[config.mk]
export PLATFORM = sky130hd
export DESIGN_NAME = mips_hazard_scoreboard_flat
export DESIGN_NICKNAME = d
export VERILOG_FILES = /design/src/rtl/mips_hazard_scoreboard_if.sv /design/src/rtl/mips_hazard_scoreboard.sv /design/src/flat_wrapper.sv
export SDC_FILE = /design/constraint.sdc
export NUM_CORES = 1
export LEC_CHECK = 0
export CAP_MARGIN = 20
export CELL_PAD_IN_SITES_DETAIL_PLACEMENT = 0
export CELL_PAD_IN_SITES_GLOBAL_PLACEMENT = 1
export CORE_UTILIZATION = 32
export CTS_CLUSTER_SIZE = 14
export DETAILED_ROUTE_END_ITERATION = 6
export PLACE_DENSITY_LB_ADDON = 0.1
export SLEW_MARGIN = 30
export SYNTH_ARGS = -nofsm -noshare
export SYNTH_HDL_FRONTEND = slang
export SYNTH_SLANG_ARGS = --single-unit
[constraint.sdc]
create_clock -name clk -period 2.6 [get_ports clk]
set_input_delay 0.52 -clock clk [delete_from_list [all_inputs] [get_ports clk]]
set_output_delay 0.52 -clock clk [all_outputs]
set_load 0.01 [all_outputs]
[src/rtl/mips_hazard_scoreboard_if.sv]
// Bus between the ID/EX control path and the hazard scoreboard: ID-stage instruction
// attributes and branch resolution in, pipeline hold/bubble/flush and forwarding selects out.
interface mips_hazard_scoreboard_if #(
  parameter int unsigned REG_AW = 5,
  parameter int unsigned DEPTH  = 3
);
  localparam int unsigned SelW = $clog2(DEPTH);

  logic              id_valid;
  logic [REG_AW-1:0] id_rs;
  logic [REG_AW-1:0] id_rt;
  logic              id_use_rs;
  logic              id_use_rt;
  logic              id_regwrite;
  logic              id_memread;
  logic [REG_AW-1:0] id_dest;
  logic              ex_branch_taken;

  logic              stall;
  logic              pc_hold;
  logic              ifid_hold;
  logic              bubble;
  logic              flush_ifid;
  logic [SelW-1:0]   fwd_a_sel;
  logic [SelW-1:0]   fwd_b_sel;

  modport master (
    output id_valid, id_rs, id_rt, id_use_rs, id_use_rt, id_regwrite, id_memread, id_dest,
    output ex_branch_taken,
    input  stall, pc_hold, ifid_hold, bubble, flush_ifid, fwd_a_sel, fwd_b_sel
  );

  modport slave (
    input  id_valid, id_rs, id_rt, id_use_rs, id_use_rt, id_regwrite, id_memread, id_dest,
    input  ex_branch_taken,
    output stall, pc_hold, ifid_hold, bubble, flush_ifid, fwd_a_sel, fwd_b_sel
  );
endinterface

[src/rtl/mips_hazard_scoreboard.sv]
// Scoreboard of in-flight register writers (entry 0 = EX .. DEPTH-1 = WB) producing stalls,
// bubbles, flushes and EX forwarding selects. Define HAZARD_FWD_EN to enable forwarding.
module mips_hazard_scoreboard #(
  parameter int unsigned REG_AW         = 5,
  parameter int unsigned DEPTH          = 3,
  parameter int unsigned LOAD_FWD_STAGE = 2
) (
  input logic                     clk,
  input logic                     rst_n,
  mips_hazard_scoreboard_if.slave hz
);
  localparam int unsigned SelW = $clog2(DEPTH);

  if (DEPTH < 2 || LOAD_FWD_STAGE < 1 || LOAD_FWD_STAGE > DEPTH - 1) begin : g_bad_param
    $error("mips_hazard_scoreboard: DEPTH or LOAD_FWD_STAGE out of range");
  end

  typedef logic [REG_AW-1:0] reg_t;

  typedef struct packed {
    logic valid;
    logic regwrite;
    logic memread;
    reg_t dest;
    reg_t src_rs;
    reg_t src_rt;
    logic use_rs;
    logic use_rt;
  } entry_t;

  entry_t          entry_q [DEPTH];
  entry_t          entry_d [DEPTH];
  logic            stall_raw;
  logic            issue;
  logic [SelW-1:0] fwd_a;
  logic [SelW-1:0] fwd_b;

  // $0 is hard-wired, so a write to it never produces a dependency.
  function automatic logic match(input entry_t e, input reg_t r);
    return e.valid & e.regwrite & (e.dest == r) & (r != '0);
  endfunction

`ifdef HAZARD_FWD_EN
  // Only loads too young to forward block ID.
  localparam int StallLast = int'(LOAD_FWD_STAGE) - 2;
  localparam bit LoadOnly  = 1'b1;
`else
  // Without forwarding every producer short of the write-back stage blocks ID.
  localparam int StallLast = int'(DEPTH) - 2;
  localparam bit LoadOnly  = 1'b0;
`endif

  always_comb begin
    logic hit;
    hit = 1'b0;
    for (int j = 0; j < int'(DEPTH); j++) begin
      if (j <= StallLast && (entry_q[j].memread || !LoadOnly)) begin
        if ((hz.id_use_rs && match(entry_q[j], hz.id_rs)) ||
            (hz.id_use_rt && match(entry_q[j], hz.id_rt))) begin
          hit = 1'b1;
        end
      end
    end
    stall_raw = hit & hz.id_valid;
  end

`ifdef HAZARD_FWD_EN
  logic blk_a;
  logic blk_b;

  // Youngest producer wins; a load that has not yet returned data cannot be a source.
  function automatic logic [SelW-1:0] pick(input reg_t src, input logic use_src,
                                           output logic blocked);
    logic [SelW-1:0] sel;
    logic            found;
    sel     = '0;
    blocked = 1'b0;
    found   = 1'b0;
    for (int k = 1; k < int'(DEPTH); k++) begin
      if (!found && use_src && match(entry_q[k], src)) begin
        found = 1'b1;
        if (entry_q[k].memread && k < int'(LOAD_FWD_STAGE)) begin
          blocked = 1'b1;
        end else begin
          sel = SelW'(k);
        end
      end
    end
    return sel;
  endfunction

  always_comb begin
    fwd_a = pick(entry_q[0].src_rs, entry_q[0].valid & entry_q[0].use_rs, blk_a);
    fwd_b = pick(entry_q[0].src_rt, entry_q[0].valid & entry_q[0].use_rt, blk_b);
  end

  // A blocked load forward means the load-use stall let a dependent instruction through.
  always_ff @(posedge clk) begin
    if (rst_n) begin
      assert (!(blk_a || blk_b));
    end
  end
`else
  assign fwd_a = '0;
  assign fwd_b = '0;
`endif

  assign issue = hz.id_valid & ~stall_raw & ~hz.ex_branch_taken;

  always_comb begin
    for (int k = 0; k < int'(DEPTH); k++) begin
      entry_d[k] = '0;
    end
    for (int k = 1; k < int'(DEPTH); k++) begin
      entry_d[k] = entry_q[k-1];
    end
    if (issue) begin
      entry_d[0].valid    = 1'b1;
      entry_d[0].regwrite = hz.id_regwrite;
      entry_d[0].memread  = hz.id_memread;
      entry_d[0].dest     = hz.id_dest;
      entry_d[0].src_rs   = hz.id_rs;
      entry_d[0].src_rt   = hz.id_rt;
      entry_d[0].use_rs   = hz.id_use_rs;
      entry_d[0].use_rt   = hz.id_use_rt;
    end
  end

  always_ff @(posedge clk or negedge rst_n) begin
    if (!rst_n) begin
      for (int k = 0; k < int'(DEPTH); k++) begin
        entry_q[k] <= '0;
      end
    end else begin
      for (int k = 0; k < int'(DEPTH); k++) begin
        entry_q[k] <= entry_d[k];
      end
    end
  end

  // A taken branch wins over the stall: the PC must load the target, not hold.
  assign hz.stall      = rst_n & stall_raw;
  assign hz.pc_hold    = rst_n & stall_raw & ~hz.ex_branch_taken;
  assign hz.ifid_hold  = rst_n & stall_raw & ~hz.ex_branch_taken;
  assign hz.bubble     = rst_n & (stall_raw | hz.ex_branch_taken);
  assign hz.flush_ifid = hz.ex_branch_taken;
  assign hz.fwd_a_sel  = rst_n ? fwd_a : '0;
  assign hz.fwd_b_sel  = rst_n ? fwd_b : '0;

endmodule

[src/flat_wrapper.sv]
// flat-port wrapper written by rule: the top's interface ports become plain ports
module mips_hazard_scoreboard_flat 
#(
  parameter int unsigned REG_AW         = 5,
  parameter int unsigned DEPTH          = 3,
  parameter int unsigned LOAD_FWD_STAGE = 2
)
  (clk, rst_n, hz_id_valid, hz_id_rs, hz_id_rt, hz_id_use_rs, hz_id_use_rt, hz_id_regwrite, hz_id_memread, hz_id_dest, hz_ex_branch_taken, hz_stall, hz_pc_hold, hz_ifid_hold, hz_bubble, hz_flush_ifid, hz_fwd_a_sel, hz_fwd_b_sel);
  mips_hazard_scoreboard_if #(.REG_AW(REG_AW), .DEPTH(DEPTH)) hz_i ();
  input logic clk;
  input logic rst_n;
  input wire logic [$bits(hz_i.id_valid)-1:0] hz_id_valid;
  input wire logic [$bits(hz_i.id_rs)-1:0] hz_id_rs;
  input wire logic [$bits(hz_i.id_rt)-1:0] hz_id_rt;
  input wire logic [$bits(hz_i.id_use_rs)-1:0] hz_id_use_rs;
  input wire logic [$bits(hz_i.id_use_rt)-1:0] hz_id_use_rt;
  input wire logic [$bits(hz_i.id_regwrite)-1:0] hz_id_regwrite;
  input wire logic [$bits(hz_i.id_memread)-1:0] hz_id_memread;
  input wire logic [$bits(hz_i.id_dest)-1:0] hz_id_dest;
  input wire logic [$bits(hz_i.ex_branch_taken)-1:0] hz_ex_branch_taken;
  output wire logic [$bits(hz_i.stall)-1:0] hz_stall;
  output wire logic [$bits(hz_i.pc_hold)-1:0] hz_pc_hold;
  output wire logic [$bits(hz_i.ifid_hold)-1:0] hz_ifid_hold;
  output wire logic [$bits(hz_i.bubble)-1:0] hz_bubble;
  output wire logic [$bits(hz_i.flush_ifid)-1:0] hz_flush_ifid;
  output wire logic [$bits(hz_i.fwd_a_sel)-1:0] hz_fwd_a_sel;
  output wire logic [$bits(hz_i.fwd_b_sel)-1:0] hz_fwd_b_sel;
  assign hz_i.id_valid = hz_id_valid;
  assign hz_i.id_rs = hz_id_rs;
  assign hz_i.id_rt = hz_id_rt;
  assign hz_i.id_use_rs = hz_id_use_rs;
  assign hz_i.id_use_rt = hz_id_use_rt;
  assign hz_i.id_regwrite = hz_id_regwrite;
  assign hz_i.id_memread = hz_id_memread;
  assign hz_i.id_dest = hz_id_dest;
  assign hz_i.ex_branch_taken = hz_ex_branch_taken;
  assign hz_stall = hz_i.stall;
  assign hz_pc_hold = hz_i.pc_hold;
  assign hz_ifid_hold = hz_i.ifid_hold;
  assign hz_bubble = hz_i.bubble;
  assign hz_flush_ifid = hz_i.flush_ifid;
  assign hz_fwd_a_sel = hz_i.fwd_a_sel;
  assign hz_fwd_b_sel = hz_i.fwd_b_sel;
  mips_hazard_scoreboard #(.REG_AW(REG_AW), .DEPTH(DEPTH), .LOAD_FWD_STAGE(LOAD_FWD_STAGE)) u_core (.clk(clk), .rst_n(rst_n), .hz(hz_i));
endmodule
==> out/qor.txt, run 1 <==
Status -> completed
Static Leakage -> 0.000507 uW
Synth-to-layout area growth -> 47.6%
Final Hold Viols -> 0
Via density per instance -> 4.65
Post-route DRC violation count -> 0
Starting Density -> 33.5%
DP HPWL -> 1.34 mm
Clk pwr share -> 25.3%
Standard-cell rows -> 18
CP endpoint kind -> primary output
WHS -> 0.377 ns
Comb pwr share -> 22.7%
Syn avg cell area -> 11.1 um2
Critical-path cell list -> clkdlybuf4s15_2 -> or4_4 -> o21ai_4 -> nor4_4 -> nor2_2 -> buf_4 -> o211ai_1 -> buf_2
Register area share after synthesis -> 42.6%
Worst Path Required -> 2.08 ns
Metal3 WL -> 82 um
Die H -> 52.7 um
WS Path Type -> primary input to primary output
Final period util -> 98.1%
H-Tree Depth -> 1
DRT antenna net count -> 0
PwrDens -> 370 nW/um2
Cell count after synthesis -> 74
Clk pin slew, worst setup/hold paths -> 0.07 ns
Max FFs per register -> 14
Met2 Wirelength -> 915 um
Worst skew pair latency -> 0.27 ns
I/O Pins -> 32
IR Drop Worst-Case VDD -> 0.233 mV
Worst path max stage delay -> 0.53 ns
Drt wl/cell -> 13.0 um
Vias in the first global route -> 652
Net Switching -> 115 uW
# port buffers -> 26
Total GRT Usage -> 14.7%
CTS Buf Count -> 3
Layout cells sized above 1 -> 38.9%
TritonCTS clock tree -> yes
Global-route wire length before repair -> 2.89 mm
Iteration-0 DRC count of the detailed router -> 5
Min cycle time layout -> 2.55 ns
Max Freq -> 0.392 GHz
DIE AREA -> 2780 um2
# setup viols final -> 0
GPL Wtd Cong -> 0.828
Internal Power -> 334 uW
Worst Skew -> 0.00586 ns
Clock Root Buffer -> clkbuf_4
DR pass1 iterations -> 4
Clock Path Buffers -> 2
Pin count of the biggest net entering global routing -> 16
Register bit total from synthesis -> 14
Chip width -> 52.7 um
Top layer in use -> met4
Antenna cells -> 0
CP startpoint kind -> primary input
Antenna violations before repair -> 0
Core ar. -> 2450 um2
Max capacitance violation total -> 0
Yosys warning count -> 0
Portion of total power attributed to sequential cells -> 52.0%
Vias -> 642
Slew Limit Fails -> 0
Switch share -> 25.7%
Setup TNS -> 0 ns
Hold Path Class -> flop to flop
CP max-delay cell -> or4_4
Critical path peak fanout -> 3
Detailed Route WL -> 1.80 mm
Total gr overflow -> 0
Fin nets -> 133
Met1 WL -> 780 um
Sink Count -> 14
Critical Path AT -> 2.03 ns
RSZ-0062 raised after global routing -> true
Post-Syn Area -> 823 um2
Library cells used by synthesis -> 23
==> metrics by stage <==
step / cell area (um2) / total power (uW) / util, % / cells / setup WS, ns
floorplan: 835 / 283 / - / 77 / 0.254
global placement: 1120 / 333 / 45.7 / 132 / -0.675
detailed placement: 1120 / 333 / 45.7 / 132 / -0.671
CTS: 1210 / 454 / 49.3 / 137 / 0.0129
global route: 1210 / 475 / 49.5 / 138 / -0.0407
finish: 1210 / 449 / 49.5 / 138 / 0.0491
==> metal layers <==
metal | global-route usage [%] | vias up
li1 | - | 319
met1 | 18.8 | 302
met2 | 23.8 | 19
met3 | 1.74 | 2
met4 | 7.89 | 0
met5 | 0 | -
==> power by group through the flow <==
stage / Clock (uW) / Sequential [uW] / Combinational (uW)
5_1_grt: 129 / 235 / 111
2_1_floorplan: 0 / 236 / 46.8
4_1_cts: 117 / 234 / 103
3_3_place_gp: 0 / 239 / 94.1
6_report: 113 / 233 / 102
3_5_place_dp: 0 / 238 / 95.4
==> layout by cell type (no fill, tap or decap) <==
cell type         n
o21ai_4           2
o21bai_1          1
clkdlybuf4s50_1  12
buf_4             9
or4_4             2
o211ai_1          1
o21ai_2           1
nor2_2            1
xnor2_1          14
o21ba_2           1
xor2_1            6
dlygate4sd2_1     2
a21oi_1           1
nand4_1           2
clkbuf_4          3
nor3b_2           6
conb_1            4
clkdlybuf4s15_1   1
a211oi_2          1
buf_2             6
nand2_1           4
nor2_1            2
or4b_4            1
nor4_4            4
clkdlybuf4s15_2   2
nand3_1           2
clkbuf_2          3
dfrtp_1          14
==> repair_timing <==
action	CTS	global route
hold buffers	0	0
setup endpoints to repair	4	4
pin swaps	12	6
resized for setup	50	9
buffers inserted	3	1
==> synth_stat cells <==
cell type | number | area [um2]
a211oi_1 | 1 | 7.51
a21oi_1 | 1 | 5.00
buf_4 | 6 | 45.0
buf_6 | 1 | 11.3
conb_1 | 1 | 3.75
dfrtp_1 | 14 | 350
nand2_1 | 4 | 15.0
nand3_1 | 2 | 10.0
nand4_1 | 2 | 12.5
nor2_1 | 3 | 11.3
nor3b_2 | 6 | 75.1
nor4_1 | 4 | 25.0
o211ai_1 | 1 | 7.51
o21ai_0 | 1 | 5.00
o21ai_1 | 1 | 5.00
o21ai_2 | 1 | 8.76
o21ba_2 | 1 | 10.0
o21bai_1 | 1 | 7.51
or4_1 | 1 | 7.51
or4_4 | 1 | 11.3
or4b_4 | 1 | 13.8
xnor2_1 | 14 | 123
xor2_1 | 6 | 52.6
==> kinds of logic after synthesis <==
logic type | after synthesis | share of synthesized area (%)
simple gates | 24 | 22.0
xor+xnor | 20 | 21.3
flops | 14 | 42.6
compound gates | 8 | 6.84
buf+inv | 7 | 6.84
other cells | 1 | 0.455
==> layout make-up <==
class,count,area (um2)
timing repair buffer,35,283
multi-input combinational,56,522
tap,30,37.5
fill,241,1240
sequential,14,350
clock buffer,3,22.5
==> worst max-delay path, delay by kind of cell <==
family                 cells  cell delay, ns
buffers and inverters      3            0.50
and+or+nand+nor            3            0.73
AOI/OAI and AO/OA          2            0.29
==> final timing paths <==
kind | start | endpoint | slack (ns) | depth (start not counted)
setup / recovery | hz_id_rt[4] | hz_bubble | 0.05 | 8
hold / removal | u_core.entry_d[38] | u_core.entry_d[18] | 0.38 | 0
setup reg to reg | u_core.entry_d[16] | u_core.entry_d[34] | 0.87 | 6
hold reg to reg | u_core.entry_d[38] | u_core.entry_d[18] | 0.38 | 0
max in group asynchronous | rst_n | u_core.entry_d[18] | 1.79 | 2
min in group asynchronous | rst_n | u_core.entry_d[36] | 0.64 | 2
Power figures use the tool's default switching activity.
==> run 2: changes to the inputs <==
--- a/config.mk
+++ b/config.mk
@@ -12,6 +12,7 @@
 export CTS_CLUSTER_SIZE = 14
 export DETAILED_ROUTE_END_ITERATION = 6
 export PLACE_DENSITY_LB_ADDON = 0.1
+export SETUP_SLACK_MARGIN = 0.3
 export SLEW_MARGIN = 30
 export SYNTH_ARGS = -nofsm -noshare
 export SYNTH_HDL_FRONTEND = slang
==> run 2 against run 1 <==
- clock-buffer cell count up 1
- via count rose by 3.9%
- die area unchanged
- critical path depth unchanged
- critical endpoint is now hz_pc_hold
- wire length up 0.33%
- core utilization up 3.4 points
- worst hold slack gained 0.0048 ns
- fmax up 1.4%
==> out/qor.txt, run 2 (synthesis gave the netlist of run 1 again) <==
R2r setup slk -> 0.85 ns (-0.02 ns)
Worst path max stage delay -> 0.54 ns (about the same)
Worst Path Required -> 2.08 ns (about the same)
Fin nets -> 139 (+4.5%)
Non-filler cells, final -> 145 (+5.1%)
Post-route DRC violation count -> 0 (unchanged)
Global-route wire length before repair -> 3.01 mm (+4.0%)
Detailed Route WL -> 1.80 mm (+0.33%)
Sink Count -> 14 (unchanged)
Status -> completed
Clock Path Buffers -> 2 (unchanged)
Reg2reg end -> u_core.entry_d[34]
Chip width -> 52.7 um (unchanged)
Max FFs per register -> 14 (unchanged)
DRT antenna net count -> 0 (unchanged)
Static Leakage -> 0.000556 uW (+9.6%)
CP startpoint kind -> primary input
Most frequent cells in the layout -> xnor2_1, dfrtp_1, buf_4
Hold Path Sink -> u_core.entry_d[18]
I/O Pins -> 32 (unchanged)
Worst skew pair latency -> 0.27 ns (about the same)
Max Freq -> 0.397 GHz (+1.4%)
Clock Root Buffer -> clkbuf_4
Area of the multi-input gates -> 526 um2 (+0.72%)
Worst Path Buf+Inv -> 3 (unchanged)
Drt wl/cell -> 12.4 um (-4.5%)
H-Tree Depth -> 1 (unchanged)
Antenna violations before repair -> 0 (unchanged)
RSZ-0062 raised after global routing -> true
CP max-delay cell -> or4_4
Post-route cell area -> 1300 um2 (+6.9%)
# setup viols final -> 0 (unchanged)
# port buffers -> 26 (unchanged)
Min cycle time layout -> 2.52 ns (-0.0352 ns)
Synth-to-layout area growth -> 57.8%
Reg2reg start -> u_core.entry_d[15]
Vias in the first global route -> 683 (+4.8%)
Critical-path cell list -> buf_8 -> or4_4 -> o21ai_4 -> nor4_4 -> o21bai_1 -> buf_4 -> a211oi_4 -> buf_2
IR Drop Worst-Case VDD -> 0.297 mV (+27%)
Fill cell count -> 223 (-7.5%)
Via density per instance -> 4.60 (-1.1%)
Hold buffer count at cts -> 0 (unchanged)
GPL Wtd Cong -> 0.791 (-4.6%)
CP endpoint kind -> primary output
Critical Path AT -> 2.00 ns (-0.03 ns)
Final period util -> 96.8% (-1.4 points)
Area after DPL -> 1110 um2 (-0.89%)
CP delay by family, top -> simple AND/OR/NAND/NOR gates
Final Hold Viols -> 0 (unchanged)
Hold Startpoint -> u_core.entry_d[38]
WS Path Type -> primary input to primary output
Final core utilization -> 52.9% (+3.4 points)
Pin count of the biggest net entering global routing -> 16 (unchanged)
Die H -> 52.7 um (unchanged)
Clk pin slew, worst setup/hold paths -> 0.07 ns (about the same)
DIE AREA -> 2780 um2 (unchanged)
Slew Limit Fails -> 0 (unchanged)
Starting Density -> 33.5% (unchanged)
Iteration-0 DRC count of the detailed router -> 9 (+4)
Placed cells -> 130 (-1.5%)
Standard-cell rows -> 18 (unchanged)
Reg area -> 350 um2 (unchanged)
CTS Buf Count -> 3 (unchanged)
Total GRT Usage -> 15.3% (+0.63 points)
Core ar. -> 2450 um2 (unchanged)
DR pass1 iterations -> 4 (unchanged)
Max capacitance violation total -> 0 (unchanged)
Critical path peak fanout -> 3 (unchanged)
Cells on worst reg2reg path -> 6 (unchanged)
Worst Skew -> 0.000328 ns (-0.00553 ns)
Layout cells sized above 1 -> 44.3% (+5.5 points)
TritonCTS clock tree -> yes
Antenna cells -> 0 (unchanged)
Hold Path Depth -> 0 (unchanged)
Total gr overflow -> 0 (unchanged)
Hold Path Class -> flop to flop
DP HPWL -> 1.29 mm (-4.0%)
PwrDens -> 377 nW/um2 (+1.9%)
Vias -> 667 (+3.9%)
[run 2: power breakdown]
group | switching [uW] | internal (uW)
clock | 60.5 | 85.0
sequential | 7.28 | 226
combinational | 49.2 | 60.8
total | 117 | 372
[run 2: cell type report]
type,count,area share [%]
Clock buffer,4,2.79
Multi-Input combinational cell,56,40.5
Sequential cell,14,27.0
Tap cell,30,2.89
Timing Repair Buffer,41,26.9
[run 2: worst max-delay path by stage]
stage,slack [ns],endpoint,start,cells after the start
detailed placement,-0.66,hz_pc_hold,hz_id_rs[3],7
global placement,-0.67,hz_pc_hold,hz_id_rs[0],7
global route,0.03,hz_ifid_hold,hz_id_rs[0],8
floorplan,0.35,hz_pc_hold,hz_id_rt[1],6
finish,0.08,hz_pc_hold,hz_id_rs[0],8
CTS,0.09,hz_pc_hold,u_core.entry_d[35],7
[run 2: what timing repair did]
action	CTS	global route
gates resized for setup	71	11
pin swaps	15	10
buffers inserted	8	3
endpoints found under the hold margin	0	0
endpoints found under the setup margin	11	4
[run 2: per-layer routing]
layer  share of wire [%]  vias to the layer above  track usage, %
met1                  43                      316            20.0
li1                    -                      331               -
met2                  52                       18            25.3
met5                   0                        -               0
met3                 3.7                        2           0.870
met4                0.72                        0            7.89
[run 2: stage by stage]
step / TNS [ns] / worst slack [ns] / hold WS (ns) / power (uW)
final: 0 / 0.0843 / 0.382 / 489
after global routing: 0 / 0.0297 / 0.395 / 520
after CTS: 0 / 0.0881 / 0.385 / 494
after detailed placement: -2.85 / -0.657 / 0.360 / 333
after global placement: -2.84 / -0.673 / 0.359 / 333
after floorplan: 0 / 0.355 / 0.224 / 283
==> run 3: changes to the inputs <==
--- a/config.mk
+++ b/config.mk
@@ -6,14 +6,13 @@
 export NUM_CORES = 1
 export LEC_CHECK = 0
 export CAP_MARGIN = 20
-export CELL_PAD_IN_SITES_DETAIL_PLACEMENT = 0
-export CELL_PAD_IN_SITES_GLOBAL_PLACEMENT = 1
-export CORE_UTILIZATION = 32
+export CORE_UTILIZATION = 42
 export CTS_CLUSTER_SIZE = 14
 export DETAILED_ROUTE_END_ITERATION = 6
-export PLACE_DENSITY_LB_ADDON = 0.1
+export PLACE_DENSITY = 0.77
 export SETUP_SLACK_MARGIN = 0.3
 export SLEW_MARGIN = 30
 export SYNTH_ARGS = -nofsm -noshare
 export SYNTH_HDL_FRONTEND = slang
 export SYNTH_SLANG_ARGS = --single-unit
+export TNS_END_PERCENT = 100
==> run 3 against run 2 <==
- via count rose by 2.1%
- first-iteration DRC count shrank 44%
- setup slack improved by 0.015 ns
- critical path type unchanged
- highest routed layer is now met3
==> out/qor.txt, run 3 (synthesis gave the netlist of run 1 again) <==
Area of the multi-input gates -> 522 um2 (-0.71%)
Worst Path Required -> 2.08 ns (about the same)
Antenna cells -> 0 (unchanged)
Core ar. -> 1780 um2 (-27%)
Antenna violations before repair -> 0 (unchanged)
DIE AREA -> 2140 um2 (-23%)
Global-route wire length before repair -> 2.91 mm (-3.2%)
Most frequent cells in the layout -> buf_4, dfrtp_1, xnor2_1
Chip width -> 46.3 um (-12%)
Worst Skew -> 0.00439 ns (+0.00406 ns)
Standard-cell rows -> 15 (-3)
RSZ-0062 raised after global routing -> true
WHS -> 0.380 ns (-0.00170 ns)
Post-route cell area -> 1260 um2 (-2.9%)
Setup TNS -> 0 ns (unchanged)
H-Tree Depth -> 1 (unchanged)
Min cycle time layout -> 2.50 ns (-0.0147 ns)
PwrDens -> 363 nW/um2 (-3.5%)
DP HPWL -> 1.34 mm (+4.4%)
Starting Density -> 46.2% (+13 points)
CTS Buf Count -> 3 (unchanged)
Worst skew pair latency -> 0.26 ns (about the same)
Die H -> 46.3 um (-12%)
Clock Path Buffers -> 2 (unchanged)
Iteration-0 DRC count of the detailed router -> 5 (-4)
DRT antenna net count -> 0 (unchanged)
Total gr overflow -> 0 (unchanged)
Synth-to-layout area growth -> 53.2%
Drt wl/cell -> 14.4 um (+16%)
Fin nets -> 138 (-0.72%)
Hold Path Class -> flop to flop
GPL Wtd Cong -> 0.790 (about the same)
Max FFs per register -> 14 (unchanged)
Layout cells sized above 1 -> 45.1% (+0.78 points)
Pin count of the biggest net entering global routing -> 15 (-1)
Clk pin slew, worst setup/hold paths -> 0.07 ns (about the same)
Status -> completed
WS Path Type -> primary input to primary output
Max capacitance violation total -> 0 (unchanged)
Via density per instance -> 4.93 (+7.3%)
TritonCTS clock tree -> yes
Area after DPL -> 1110 um2 (+0.11%)
Vias -> 681 (+2.1%)
Vias in the first global route -> 712 (+4.2%)
CP startpoint kind -> primary input
Critical Path AT -> 1.98 ns (-0.02 ns)
Static Leakage -> 0.000538 uW (-3.2%)
Detailed Route WL -> 1.99 mm (+10%)
Critical path peak fanout -> 3 (unchanged)
DR pass1 iterations -> 4 (unchanged)
Reg area -> 350 um2 (unchanged)
I/O Pins -> 32 (unchanged)
Post-route DRC violation count -> 0 (unchanged)
IR Drop Worst-Case VDD -> 0.320 mV (+7.6%)
Clock Root Buffer -> clkbuf_4
CP endpoint kind -> primary output
Max Freq -> 0.400 GHz (+0.59%)
Final period util -> 96.2% (-0.57 points)
# setup viols final -> 0 (unchanged)
Total GRT Usage -> 19.3% (+4.0 points)
Slew Limit Fails -> 0 (unchanged)
Final Hold Viols -> 0 (unchanged)
R2r setup slk -> 0.84 ns (about the same)
Sink Count -> 14 (unchanged)
# port buffers -> 26 (unchanged)
Fill cell count -> 135 (-39%)
-- run 3: changes by cell type in the layout (fill, tap and decap cells not counted), sizes merged --
cell / change
clkbuf: -2
dlygate4sd2: -1
dlymetal6s2s: +1
-- run 3: layout make-up --
| cell class | instances | area share, % |
|---|---|---|
| multi-input combinational | 56 | 41.4 |
| sequential | 14 | 27.8 |
| timing repair buffer | 40 | 26.6 |
| tap | 25 | 2.48 |
| clock buffer | 3 | 1.79 |
-- run 3: power breakdown --
part | switching (uW) | internal [uW] | total (uW)
combinational | 50.4 | 62.4 | 113
sequential | 7.68 | 226 | 234
clock | 58.1 | 53.5 | 112
-- run 3: final timing paths --
| check | start | to | cells past startpoint |
|---|---|---|---|
| setup / recovery | hz_id_rt[0] | hz_pc_hold | 8 |
| hold / removal | u_core.entry_d[38] | u_core.entry_d[18] | 0 |
| setup reg to reg | u_core.entry_d[33] | u_core.entry_d[32] | 7 |
| hold reg to reg | u_core.entry_d[38] | u_core.entry_d[18] | 0 |
| max in group asynchronous | rst_n | u_core.entry_d[15] | 2 |
| min in group asynchronous | rst_n | u_core.entry_d[18] | 2 |
-- run 3: metal layers --
layer  share of wire (%)  wire length [um]  track usage [%]  vias to the layer above
met5                   0                 0                0                        -
met3                 3.5                69             1.18                        0
met1                  42               843             23.1                      328
li1                    -                 -                -                      327
met4                   0                 0             5.29                        0
met2                  54              1080             36.6                       26
-- run 3: metrics by stage --
stage                     util, %  instances  setup WS (ns)  power (uW)
after detailed placement     62.4        126         -0.680         334
after CTS                    68.4        135         0.0959         456
final                        70.7        138         0.0990         458
after global placement       62.4        126         -0.621         332
after global routing         70.7        138         0.0713         481
after floorplan                 -         77          0.355         283
-- run 3: what timing repair did --
item,4_1_cts,5_1_grt
pin swaps,13,11
setup buffers,6,3
gates resized for setup,71,9
gates cloned,0,0
setup endpoints to repair,11,4
hold buffers,0,0
-- run 3: worst max-delay path: stages --
cell and delay (ns):
clkdlybuf4s15_2 0.23, xnor2_1 0.20, nand4_1 0.17, nor4_4 0.19, nor2_1 0.10, buf_4 0.15
a211oi_2 0.23, buf_2 0.17
